`config.mk`:
```
export PLATFORM = sky130hd
export DESIGN_NAME = wasm_import_host_bridge
export DESIGN_NICKNAME = d
export VERILOG_FILES = /design/src/rtl/wasm_pkg.sv /design/src/rtl/wasm_import_host_bridge.sv
export SDC_FILE = /design/constraint.sdc
export NUM_CORES = 1
export LEC_CHECK = 0
export CAP_MARGIN = 20
export CORE_MARGIN = 5
export CORE_UTILIZATION = 37
export DETAILED_ROUTE_END_ITERATION = 16
export PLACE_DENSITY = 0.74
export SKIP_LAST_GASP = 1
export SLEW_MARGIN = 10
export SYNTH_ARGS = -nofsm -noshare
export SYNTH_HDL_FRONTEND = slang
export SYNTH_SLANG_ARGS = --single-unit
```
`constraint.sdc`:
```
create_clock -name clk -period 5.1 [get_ports clk]
set_input_delay 0.765 -clock clk [delete_from_list [all_inputs] [get_ports clk]]
set_output_delay 0.765 -clock clk [all_outputs]
set_load 0.01 [all_outputs]
```
`src/rtl/wasm_pkg.sv`:
```
// Shared types for the WASM import host bridge: FSM state encoding and the
// captured import request (id, four 32-bit args, return PC).
package wasm_pkg;

   typedef enum logic [2:0] {
      IDLE   = 3'd0,
      REQ    = 3'd1,
      WAIT   = 3'd2,
      RESUME = 3'd3,
      DRAIN  = 3'd4,
      FAULT  = 3'd5
   } import_bridge_state_t;

   typedef struct packed {
      logic [15:0]       id;
      logic [3:0][31:0]  args;
      logic [31:0]       pc;
   } import_req_t;

endpackage

```
`src/rtl/wasm_import_host_bridge.sv`:
```
// Bridges a halted CPU import call to a host request/response handshake and resumes the CPU.
// Optional WAIT-state response timeout is enabled by defining WASM_IMPORT_TIMEOUT_EN.
module wasm_import_host_bridge
   import wasm_pkg::*;
#(
   parameter int unsigned TIMEOUT_CYCLES = 65536
) (
   input  logic         clk,
   input  logic         rst,
   input  logic         cpu_ext_halted_i,
   input  logic [15:0]  cpu_import_id_i,
   input  logic [127:0] cpu_import_arg_i,
   input  logic [31:0]  cpu_saved_next_pc_i,
   output logic         ext_resume_o,
   output logic [31:0]  ext_resume_pc_o,
   output logic [31:0]  ext_resume_val_o,
   output logic         req_valid_o,
   input  logic         req_ready_i,
   output logic [15:0]  req_id_o,
   output logic [127:0] req_arg_o,
   input  logic         rsp_valid_i,
   output logic         rsp_ready_o,
   input  logic [31:0]  rsp_val_i,
   input  logic         rsp_err_i,
   output logic         fault_o,
   input  logic         fault_clr_i,
   output logic [31:0]  import_count_o
);

   import_bridge_state_t r_state;
   import_req_t          r_req;
   logic                 r_halted_prev;
   logic                 r_req_valid;
   logic                 r_rsp_ready;
   logic                 r_resume;
   logic [31:0]          r_resume_pc;
   logic [31:0]          r_resume_val;
   logic                 r_fault;
   logic [31:0]          r_count;
   logic                 w_halt_rise;

`ifdef WASM_IMPORT_TIMEOUT_EN
   localparam logic [31:0] LP_TIMEOUT_LAST = 32'(TIMEOUT_CYCLES - 1);
   logic [31:0]          r_wait_cnt;
`endif

   // Previous-halt register resets to 1 so a level held through reset is not an edge.
   assign w_halt_rise = cpu_ext_halted_i & ~r_halted_prev;

   always_ff @(posedge clk) begin
      if (rst) begin
         r_state       <= IDLE;
         r_req         <= '0;
         r_halted_prev <= 1'b1;
         r_req_valid   <= 1'b0;
         r_rsp_ready   <= 1'b0;
         r_resume      <= 1'b0;
         r_resume_pc   <= '0;
         r_resume_val  <= '0;
         r_fault       <= 1'b0;
         r_count       <= '0;
`ifdef WASM_IMPORT_TIMEOUT_EN
         r_wait_cnt    <= '0;
`endif
      end else begin
         r_halted_prev <= cpu_ext_halted_i;
         r_resume      <= 1'b0;
         r_resume_pc   <= '0;
         r_resume_val  <= '0;
         case (r_state)
            IDLE: begin
               if (w_halt_rise) begin
                  r_req.id   <= cpu_import_id_i;
                  r_req.args <= cpu_import_arg_i;
                  r_req.pc   <= cpu_saved_next_pc_i;
                  r_state    <= REQ;
               end
            end
            REQ: begin
               if (r_req_valid && req_ready_i) begin
                  r_req_valid <= 1'b0;
                  r_rsp_ready <= 1'b1;
                  r_state     <= WAIT;
`ifdef WASM_IMPORT_TIMEOUT_EN
                  r_wait_cnt  <= '0;
`endif
               end else begin
                  r_req_valid <= 1'b1;
               end
            end
            WAIT: begin
               if (rsp_valid_i) begin
                  r_rsp_ready <= 1'b0;
                  if (rsp_err_i) begin
                     r_fault <= 1'b1;
                     r_state <= FAULT;
                  end else begin
                     r_resume     <= 1'b1;
                     r_resume_pc  <= r_req.pc;
                     r_resume_val <= rsp_val_i;
                     r_count      <= r_count + 32'd1;
                     r_state      <= RESUME;
                  end
               end
`ifdef WASM_IMPORT_TIMEOUT_EN
               else if (r_wait_cnt == LP_TIMEOUT_LAST) begin
                  r_rsp_ready <= 1'b0;
                  r_fault     <= 1'b1;
                  r_state     <= FAULT;
               end else begin
                  r_wait_cnt <= r_wait_cnt + 32'd1;
               end
`endif
            end
            RESUME: begin
               r_state <= DRAIN;
            end
            DRAIN: begin
               if (!cpu_ext_halted_i) begin
                  r_state <= IDLE;
               end
            end
            FAULT: begin
               if (fault_clr_i) begin
                  r_fault <= 1'b0;
                  r_state <= DRAIN;
               end
            end
            default: begin
               r_state <= IDLE;
            end
         endcase
      end
   end

   assign ext_resume_o     = r_resume;
   assign ext_resume_pc_o  = r_resume_pc;
   assign ext_resume_val_o = r_resume_val;
   assign req_valid_o      = r_req_valid;
   assign req_id_o         = r_req.id;
   assign req_arg_o        = r_req.args;
   assign rsp_ready_o      = r_rsp_ready;
   assign fault_o          = r_fault;
   assign import_count_o   = r_count;

endmodule

```
==> metrics.md, run 1 <==
| Metric | Value |
|---|---|
| Fraction of layout cells with a size suffix above 1 | `4.63%` |
| Global-route wire length before repair | `50,000 microns` |
| Seq/Total Area, Yosys | `52.1%` |
| Dpl hpwl | `23,500 microns` |
| Setup ws final | `2340 ps` |
| Hold path start | `r_req[6]` |
| Total Power | `4.86 mW` |
| Critical register-to-register path endpoint | `req_id_o[13]` |
| Crit start category | `primary input` |
| Max_cap viols | `0` |
| Main combinational cell family by area after synthesis | `simple AND/OR/NAND/NOR gates` |
| Max-slew violations | `0` |
| CTS root buf | `clkbuf_16` |
| Syn nets | `between 1k and 1.5k` |
| Most frequent cells in the layout | `clkdlybuf4s50_1 (457), nand2_1 (367), dfxtp_1 (280)` |
| Synth Area in Compound Gates | `around a tenth` |
| CTS sink cnt | `280` |
| Final Hold Viols | `0` |
| RSZ-0062 raised after global routing | `false` |
| Xor/xnor share of the synthesized area | `0.651%` |
| Vias per inst | `4.74` |
| Critical path peak fanout | `60` |
| Dpl ws | `1560 ps` |
| Drt pass-1 iters | `4` |
| CP startpoint | `cpu_ext_halted_i` |
| Routed WL | `32,400 microns` |
| Crit end category | `flop` |
| Vias | `9,296` |
| Synthesized flop and latch total | `280` |
| Clk buf depth | `3` |
| R2R setup slack | `about 2600 ps` |
| Clock power share | `between 40 and 50%` |
| Mean Syn Cell Area | `8.43 sq um` |
| FF+latch area | `5610 sq um` |
| Starting Density | `between 30% and 40%` |
| Final instance area | `15,600 sq um` |
| Quantity of I/O buffers inserted on ports | `~460` |
| DIE WIDTH | `roughly 180 microns` |
| Combinational Power Share | `8.4%` |
| NumNets Final | `1,772` |
| Synthesized area | `10,800 sq um` |
| Iteration-0 DRC count of the detailed router | `440` |
| Ys async rst share | `0%` |
| Worst Tran Pin Value | `about 1000 ps` |
| Cell Area, Placed | `14,500 sq um` |
| Clock latency on the worst-skew pair | `560 ps` |
| Resized cells post-CTS | `0` |
| CTS tree | `done` |
| Setup Crit Path Kind | `primary input to flop` |
| Pwr Density | `313 nW/um^2` |
| Worst Hold End | `r_req[6]` |
| H-tree depth | `1` |
| Hold WC Path Type | `flop to flop` |
| I/O pin count | `459` |
| Num rows | `62` |
| Hold_buf cts | `0` |
| Min Hold Slack | `447 ps` |
| EDFF count, synth | `0` |
| Outcome | `complete, no violations` |
| Required time of the critical path | `approximately 5600 ps` |
| Overflow after GRT | `0` |
| Setup TNS | `0 ps` |
| Simple logic cell fraction of the synthesized area | `22.8%` |
| Worst vdd ir | `0.000218 V` |
| TritonCTS buffer count | `30` |
| Die area | `32,600 sq um` |
| Netlist cell types | `38` |
| Total Routing Usage GR | `18.6%` |
| Tcrit/Tclk final | `54.1%` |
| Switching share of power | `22.2%` |
| Post-DRT Antenna Nets | `0` |
| R2r startpoint | `r_state[2]` |
| Slew HR | `33.3%` |
| Area of the multi-input gates | `3750 sq um` |
| Net switching power | `1.08 mW` |
| Filler cells | `2,565` |
| Int Power | `3.79 mW` |
| Setup bufs post-CTS | `0` |
| Register-to-Register Path Depth | `7` |
| Initial antenna violation count | `2` |
| Syn Inst Count | `1,277` |
| Adder-Cell Fraction of Synth Area | `less than 1%` |
| Gpl congestion | `0.849` |
| Top_reg_cell synth | `dfxtp_1` |
| Worst-path clk slew | `roughly 60 ps` |
| Vias in the first global route | `8,976` |
| Arrival @ worst endpoint | `roughly 3200 ps` |
| DRC viols | `0` |
| Largest net degree at the start of global routing | `104` |
| Die Y | `181 microns` |
| Maximum clock rate | `362 MHz` |
| Multiplexer share of the synthesized area | `0.628%` |
| Clock Skew | `9.63 ps` |
| Commonest non-fill, non-tap cell in the layout | `clkdlybuf4s50_1` |
| DR WL/cell | `between 15 and 20 microns` |
| YS warnings | `0` |
| Share of power burned in registers | `between 40 and 50%` |
| Min Tclk post-route | `2760 ps` |
| Area growth syn-to-layout | `44.5%` |
| Leakage | `5.47 nW` |
| Final setup viols | `0` |
| CORE AREA | `28,700 sq um` |
| Hold depth | `2` |
## cell type report
cell class	instances	share of cell area, %
Tap cell	384	3.09
Timing Repair Buffer	467	30.2
Clock buffer	40	5.39
Sequential cell	280	36.0
Antenna cell	1	0.0161
Inverter	5	0.121
Multi-Input combinational cell	772	24.1
Clock inverter	14	1.08
## power by group through the flow
stage / clock, mW / sequential (mW) / combinational [mW]
global route: 2.35 / 2.27 / 0.440
global placement: 0 / 2.31 / 0.404
CTS: 2.27 / 2.26 / 0.410
finish: 2.19 / 2.26 / 0.409
detailed placement: 0 / 2.31 / 0.407
floorplan: 0 / 2.30 / 0.187
## synthesized netlist by cell type (4+ instances only)
cell type	number	share of area [%]
dfxtp_1	280	52
and4_1	7	0.57
buf_4	145	10
or4_1	10	0.70
inv_1	5	0.17
or3_1	7	0.41
o31ai_1	10	0.70
and2_1	68	4.0
nand4_1	11	0.64
a21oi_1	200	9.3
nand3_1	7	0.33
nor2_1	24	0.84
nand2_1	368	13
buf_2	18	0.84
nor2b_1	6	0.35
clkbuf_1	53	1.8
nor3_1	9	0.42
nand4_2	4	0.46
xor2_1	6	0.49
o21ai_0	10	0.46
## worst max-delay path, stage by stage
cell,delay [ps]
clkdlybuf4s50_1,490
nor3b_1,520
and2_4,680
buf_4,430
nand2_1,130
a21oi_1,140
## cell families (layout without fill, tap and decap cells)
| logic type | after synthesis | in the layout |
|---|---|---|
| AOI/OAI and AO/OA | 220 | 220 |
| muxes | 6 | 6 |
| and+or+nand+nor | 537 | 537 |
| DFF | 280 | 280 |
| xor gates and xnor gates | 8 | 8 |
| other | 0 | 1 |
| adders and majority gates | 1 | 1 |
| buffers and inverters | 225 | 526 |
## per-stage QoR
step                      util, %  instances
after floorplan                 -       1277
after global placement       50.6       1907
after detailed placement     50.6       1907
after CTS                    54.1       1961
after global routing         54.2       1963
final                        54.2       1963
## worst max path at each step
| stage | end |
|---|---|
| 2_1_floorplan | import_count_o[31] |
| 3_3_place_gp | r_req[2] |
| 3_5_place_dp | req_id_o[13] |
| 4_1_cts | req_id_o[12] |
| 5_1_grt | req_arg_o[75] |
| 6_report | req_arg_o[75] |
## metal layers
metal	global-route usage [%]	up-vias	share of wire (%)
met5	0	-	0.040
met4	5.96	2	2.9
met3	5.39	62	8.0
met2	33.9	340	51
met1	20.9	4318	38
li1	-	4574	-
## state kept, by name (all words and copies together) (netlist names), 3 cells and up
| name | cells |
|---|---|
| req_arg_o | 128 |
| ext_resume_pc_o | 32 |
| ext_resume_val_o | 32 |
| import_count_o | 32 |
| r_req | 32 |
| req_id_o | 16 |
| r_state | 3 |
Power figures use the tool's default switching activity.
==> inputs of run 2 (changes only) <==
==> constraint.sdc (replaced) <==
create_clock -name clk -period 2.62 [get_ports clk]
set_input_delay 0.393 -clock clk [delete_from_list [all_inputs] [get_ports clk]]
set_output_delay 0.393 -clock clk [all_outputs]
set_load 0.01 [all_outputs]
==> run 2 against run 1 <==
Against the previous run:
- die area unchanged
- critical path depth shrank 5
- critical path type is now flop to primary output
- combinational power increased by 99%
- non-clock buffer count increased by 8
==> metrics.md, run 2 (synthesis results as in run 1) <==
| Metric | Value |
|---|---|
| DIE WIDTH | `181 microns (unchanged)` |
| TritonCTS buffer count | `30 (unchanged)` |
| Setup bufs post-CTS | `0 (unchanged)` |
| Hold WC Path Type | `primary input to flop (was flop to flop)` |
| Clock Skew | `20.3 ps (was 9.63 ps)` |
| Critical path peak fanout | `8 (was 60)` |
| Top Family by Delay on Critical Path | `buffers and inverters (was simple AND/OR/NAND/NOR gates)` |
| Routed WL | `32,900 microns (was 32,400 microns)` |
| Worst-path clk slew | `60 ps (about the same)` |
| Clk buf depth | `3 (unchanged)` |
| Arrival @ worst endpoint | `1700 ps (was 3230 ps)` |
| Dpl ws | `282 ps (was 1560 ps)` |
| H-tree depth | `1 (unchanged)` |
| RSZ-0062 raised after global routing | `false (unchanged)` |
| Critical register-to-register path endpoint | `import_count_o[28] (was req_id_o[13])` |
| Fraction of layout cells with a size suffix above 1 | `5.16% (was 4.63%)` |
| Worst vdd ir | `0.000537 V (was 0.000218 V)` |
| Routed wl met2 | `16,600 microns (about the same)` |
| DRC viols | `0 (unchanged)` |
| Met3 Routed Length | `2790 microns (was 2600 microns)` |
| Most frequent cells in the layout | `clkdlybuf4s50_1 (457), nand2_1 (367), dfxtp_1 (280) (unchanged)` |
| Outcome | `complete, no violations (unchanged)` |
| Maximum clock rate | `478 MHz` |
| Max stage delay on crit path | `630 ps (was 680 ps)` |
| Crit path buf inv count | `1 (was 2)` |
| R2R setup slack | `700 ps (was 2610 ps)` |
| Starting Density | `37.5% (unchanged)` |
| Largest net degree at the start of global routing | `91 (was 104)` |
| Area growth syn-to-layout | `46.1% (was 44.5%)` |
| Required time of the critical path | `2230 ps (was 5570 ps)` |
| Quantity of I/O buffers inserted on ports | `458 (unchanged)` |
| Max-slew violations | `0 (unchanged)` |
| Post-Layout Cell Count | `1,973 (was 1,963)` |
| Final setup viols | `0 (unchanged)` |
| Total Routing Usage GR | `18.8% (was 18.6%)` |
| Iteration-0 DRC count of the detailed router | `418 (was 440)` |
| Global-route wire length before repair | `50,300 microns (was 50,000 microns)` |
| Overflow after GRT | `0 (unchanged)` |
| Worst Hold End | `import_count_o[0] (was r_req[6])` |
| CORE AREA | `28,700 sq um (unchanged)` |
| Largest register FFs | `128 (unchanged)` |
| Worst Tran Pin Value | `579 ps (was 996 ps)` |
| Drt pass-1 iters | `5 (was 4)` |
| Slew HR | `61.4% (was 33.3%)` |
| Setup ws final | `527 ps (was 2340 ps)` |
| Clock latency on the worst-skew pair | `560 ps (about the same)` |
| Register-to-Register Path Depth | `4 (was 7)` |
| Tcrit/Tclk final | `79.9%` |
| Initial antenna violation count | `1 (was 2)` |
| Hold_buf cts | `0 (unchanged)` |
| Vias | `9,252 (was 9,296)` |
| Crit. path cell count | `1 (was 6)` |
| Setup TNS | `0 ps (unchanged)` |
| Gpl congestion | `0.841 (was 0.849)` |
| Final Core Density | `54.8% (was 54.2%)` |
| Crit end category | `primary output (was flop)` |
| Die Y | `181 microns (unchanged)` |
| Resized cells post-CTS | `0 (unchanged)` |
| Leakage | `5.56 nW (was 5.47 nW)` |
| CTS tree | `done (unchanged)` |
| Vias per inst | `4.69 (was 4.74)` |
| NumNets Final | `1,780 (was 1,772)` |
| Highest metal used | `met4 (was met5)` |
| R2r startpoint | `import_count_o[14] (was r_state[2])` |
| Final Hold Viols | `0 (unchanged)` |
| Post-DRT Antenna Nets | `0 (unchanged)` |
| Hold path start | `rst (was r_req[6])` |
| Pwr Density | `622 nW/um^2 (was 313 nW/um^2)` |
| CTS sink cnt | `280 (unchanged)` |
| Placed Cells | `1,916 (was 1,907)` |
| Crit start category | `flop (was primary input)` |
| Max_cap viols | `0 (unchanged)` |
| Commonest non-fill, non-tap cell in the layout | `clkdlybuf4s50_1 (unchanged)` |
| Vias in the first global route | `8,723 (was 8,976)` |
| Post-route met1 wirelength | `12,400 microns (was 12,300 microns)` |
| CTS root buf | `clkbuf_16 (unchanged)` |
| Num rows | `62 (unchanged)` |
| Setup Crit Path Kind | `flop to primary output (was primary input to flop)` |
| Hold depth | `2 (unchanged)` |
| I/O pin count | `459 (unchanged)` |
| Worst path cell trace | `clkdlybuf4s50_1 (was clkdlybuf4s50_1, nor3b_1, and2_4, buf_4, nand2_1, a21oi_1)` |
| DR WL/cell | `16.7 microns (was 16.5 microns)` |
| Dpl hpwl | `24,000 microns (was 23,500 microns)` |
| Min Tclk post-route | `around 2100 ps` |
| Crit-path slowest cell | `clkdlybuf4s50_1 (was and2_4)` |
| Die area | `32,600 sq um (unchanged)` |
run 2: changes by cell type in the layout (fill, tap and decap cells not counted):
cell and delta:
buf_12 +5, buf_4 +4, bufinv_16 +3, buf_16 -1
clkbuf_1 +1, clkbuf_8 -1, clkinvlp_4 -1
run 2: power by group:
part	switching, mW	total [mW]	internal, mW
clock	1.76	4.57	2.81
combinational	0.325	0.814	0.489
sequential	0.0478	4.40	4.35
run 2: layer usage:
metal,vias to the layer above,global-route usage [%]
li1,4586,-
met1,4267,21.0
met2,334,33.9
met3,65,5.97
met4,0,6.20
met5,-,0
run 2: area by class of cell:
type / count / area, sq um
antenna: 1 / 2.50
clock buffer: 40 / 828
clock inverter: 16 / 250
fill: 2525 / 13000
inverter: 5 / 18.8
multi-input combinational: 772 / 3750
sequential: 280 / 5610
tap: 384 / 480
timing repair buffer: 475 / 4800
run 2: worst max path at each step:
stage | startpoint | to | slack (ps)
floorplan | import_count_o[0] | import_count_o[28] | 900
global placement | rsp_valid_i | import_count_o[20] | 330
finish | import_count_o[4] | import_count_o[4] | 530
CTS | import_count_o[4] | import_count_o[4] | 480
global route | import_count_o[4] | import_count_o[4] | 460
detailed placement | rsp_valid_i | import_count_o[28] | 280
run 2: through the flow:
stage	hold slack, ps	instance area [sq um]	total power, mW
3_5_place_dp	439	14700	5.31
5_1_grt	295	15700	10.2
6_report	291	15700	9.78
4_1_cts	259	15700	9.93
2_1_floorplan	430	10800	4.85
3_3_place_gp	434	14700	5.30
==> inputs of run 3 (changes only) <==
==> constraint.sdc (replaced) <==
create_clock -name clk -period 2.1 [get_ports clk]
set_input_delay 0.315 -clock clk [delete_from_list [all_inputs] [get_ports clk]]
set_output_delay 0.315 -clock clk [all_outputs]
set_load 0.01 [all_outputs]
==> run 3 against run 2 <==
Against the previous run:
- sequential share of layout area about the same
- flip-flop and latch count unchanged
- largest power group is now registers
- non-clock buffer count up 3
- largest cell class unchanged
- setup slack worse by 380 ps
- cell area barely moved
- clock skew fell by 8.6 ps
==> metrics.md, run 3 (synthesis results as in run 1) <==
| Metric | Value |
|---|---|
| Worst path cell trace | `buf_4, clkdlybuf4s50_1 (was clkdlybuf4s50_1)` |
| Resized cells post-CTS | `0 (unchanged)` |
| Min Tclk post-route | `1960 ps` |
| Post-Layout Cell Count | `1,976 (was 1,973)` |
| Iteration-0 DRC count of the detailed router | `498 (was 418)` |
| Largest net degree at the start of global routing | `107 (was 91)` |
| DIE WIDTH | `181 microns (unchanged)` |
| DR WL/cell | `16.4 microns (was 16.7 microns)` |
| Max stage delay on crit path | `550 ps (was 630 ps)` |
| Clock latency on the worst-skew pair | `540 ps (was 560 ps)` |
| Slew HR | `65.0% (was 61.4%)` |
| Placed Cells | `1,919 (was 1,916)` |
| CTS sink cnt | `280 (unchanged)` |
| Required time of the critical path | `1780 ps (was 2230 ps)` |
| Starting Density | `37.5% (unchanged)` |
| Hold_buf cts | `0 (unchanged)` |
| RSZ-0062 raised after global routing | `false (unchanged)` |
| Initial antenna violation count | `2 (was 1)` |
| Routed WL | `32,400 microns (was 32,900 microns)` |
| Outcome | `complete, no violations (unchanged)` |
| Worst vdd ir | `0.000806 V (was 0.000537 V)` |
| Total Power | `12.0 mW (was 9.78 mW)` |
| Largest register FFs | `128 (unchanged)` |
| Clk buf depth | `3 (unchanged)` |
| Dpl hpwl | `23,800 microns (was 24,000 microns)` |
| Worst Tran Pin Value | `525 ps (was 579 ps)` |
| Filler cells | `2,605 (was 2,525)` |
| Tcrit/Tclk final | `between 90% and 100%` |
| CTS tree | `done (unchanged)` |
| Vias per inst | `4.65 (was 4.69)` |
| Worst-path clk slew | `60 ps (about the same)` |
| Critical path peak fanout | `7 (was 8)` |
| Total Routing Usage GR | `18.5% (was 18.8%)` |
| Crit end category | `primary output (unchanged)` |
| CORE AREA | `28,700 sq um (unchanged)` |
| Post-DRT Antenna Nets | `0 (unchanged)` |
| Global-route wire length before repair | `49,600 microns (was 50,300 microns)` |
| Most frequent cells in the layout | `clkdlybuf4s50_1 (457), nand2_1 (367), dfxtp_1 (280) (unchanged)` |
| Vias in the first global route | `8,733 (was 8,723)` |
| Maximum clock rate | `511 MHz` |
| Clock Skew | `11.7 ps (was 20.3 ps)` |
| Max_cap viols | `0 (unchanged)` |
| Die area | `32,600 sq um (unchanged)` |
| Drt pass-1 iters | `5 (unchanged)` |
| CTS root buf | `clkbuf_16 (unchanged)` |
| Area growth syn-to-layout | `46.2% (was 46.1%)` |
| Setup TNS | `0 ps (unchanged)` |
| Dpl ws | `-55.5 ps (was 282 ps)` |
| Gpl congestion | `0.892 (was 0.841)` |
| Hold WC Path Type | `primary input to flop (unchanged)` |
| Final setup viols | `0 (unchanged)` |
| Setup ws final | `145 ps (was 527 ps)` |
| Setup bufs post-CTS | `0 (unchanged)` |
| Fraction of layout cells with a size suffix above 1 | `5.41% (was 5.16%)` |
| Final Core Density | `54.8% (about the same)` |
| H-tree depth | `1 (unchanged)` |
| Max-slew violations | `0 (unchanged)` |
| Commonest non-fill, non-tap cell in the layout | `clkdlybuf4s50_1 (unchanged)` |
| I/O pin count | `459 (unchanged)` |
| Num rows | `62 (unchanged)` |
| Vias | `9,197 (was 9,252)` |
| Pwr Density | `760 nW/um^2 (was 622 nW/um^2)` |
| NumNets Final | `1,783 (was 1,780)` |
| Overflow after GRT | `0 (unchanged)` |
| Setup Crit Path Kind | `flop to primary output (unchanged)` |
| TritonCTS buffer count | `30 (unchanged)` |
| Leakage | `5.58 nW (was 5.56 nW)` |
| R2R setup slack | `140 ps (was 700 ps)` |
| Crit start category | `flop (unchanged)` |
| Final Hold Viols | `0 (unchanged)` |
| Die Y | `181 microns (unchanged)` |
| Quantity of I/O buffers inserted on ports | `458 (unchanged)` |
| Crit-path slowest cell | `clkdlybuf4s50_1 (unchanged)` |
| DRC viols | `0 (unchanged)` |
| Arrival @ worst endpoint | `1640 ps (was 1700 ps)` |
[run 3: cell count changes in the layout (fill, tap and decap cells not counted), sizes merged]
cell / previous run / this run
buf: 18 / 21
clkbuf: 40 / 44
bufinv: 6 / 3
clkinv: 7 / 8
clkinvlp: 2 / 0
[run 3: critical path, delay by kind of cell, from the launching register on]
kind                   cells  cell delay [ps]
buffers and inverters      2              740
DFF                        1              360
[run 3: cell type report]
| cell class | instances | area [sq um] | area share (%) |
|---|---|---|---|
| antenna | 1 | 2.50 | 0.0159 |
| clock buffer | 44 | 905 | 5.75 |
| clock inverter | 12 | 146 | 0.930 |
| inverter | 5 | 18.8 | 0.119 |
| multi-input combinational | 772 | 3750 | 23.8 |
| sequential | 280 | 5610 | 35.6 |
| tap | 384 | 480 | 3.05 |
| timing repair buffer | 478 | 4840 | 30.7 |
[run 3: path summary, 6_finish.rpt]
check	from	end	cells after the start
worst max register to register	import_count_o[9]	import_count_o[17]	4
worst min-delay path	rst	req_arg_o[5]	2
worst max-delay path	import_count_o[4]	import_count_o[4]	2
worst min register to register	r_req[10]	ext_resume_pc_o[10]	1
[run 3: layer usage]
layer | track usage, % | wire length (microns) | share of wire (%) | up-vias
li1 | - | - | - | 4583
met1 | 21.4 | 12700 | 39 | 4220
met2 | 32.7 | 16100 | 50 | 335
met3 | 5.65 | 2560 | 7.9 | 57
met4 | 5.84 | 983 | 3.0 | 2
met5 | 0 | 13 | 0.040 | -
[run 3: power breakdown]
part | switching (mW) | internal, mW | total [mW]
sequential | 0.0589 | 5.43 | 5.49
combinational | 0.401 | 0.607 | 1.01
clock | 2.12 | 3.35 | 5.47
total | 2.58 | 9.39 | 12.0
[run 3: metrics by stage]
stage	hold slack [ps]	area [sq um]
2_1_floorplan	422	10800
3_3_place_gp	434	14700
3_5_place_dp	439	14700
4_1_cts	123	15700
5_1_grt	139	15700
6_report	158	15700
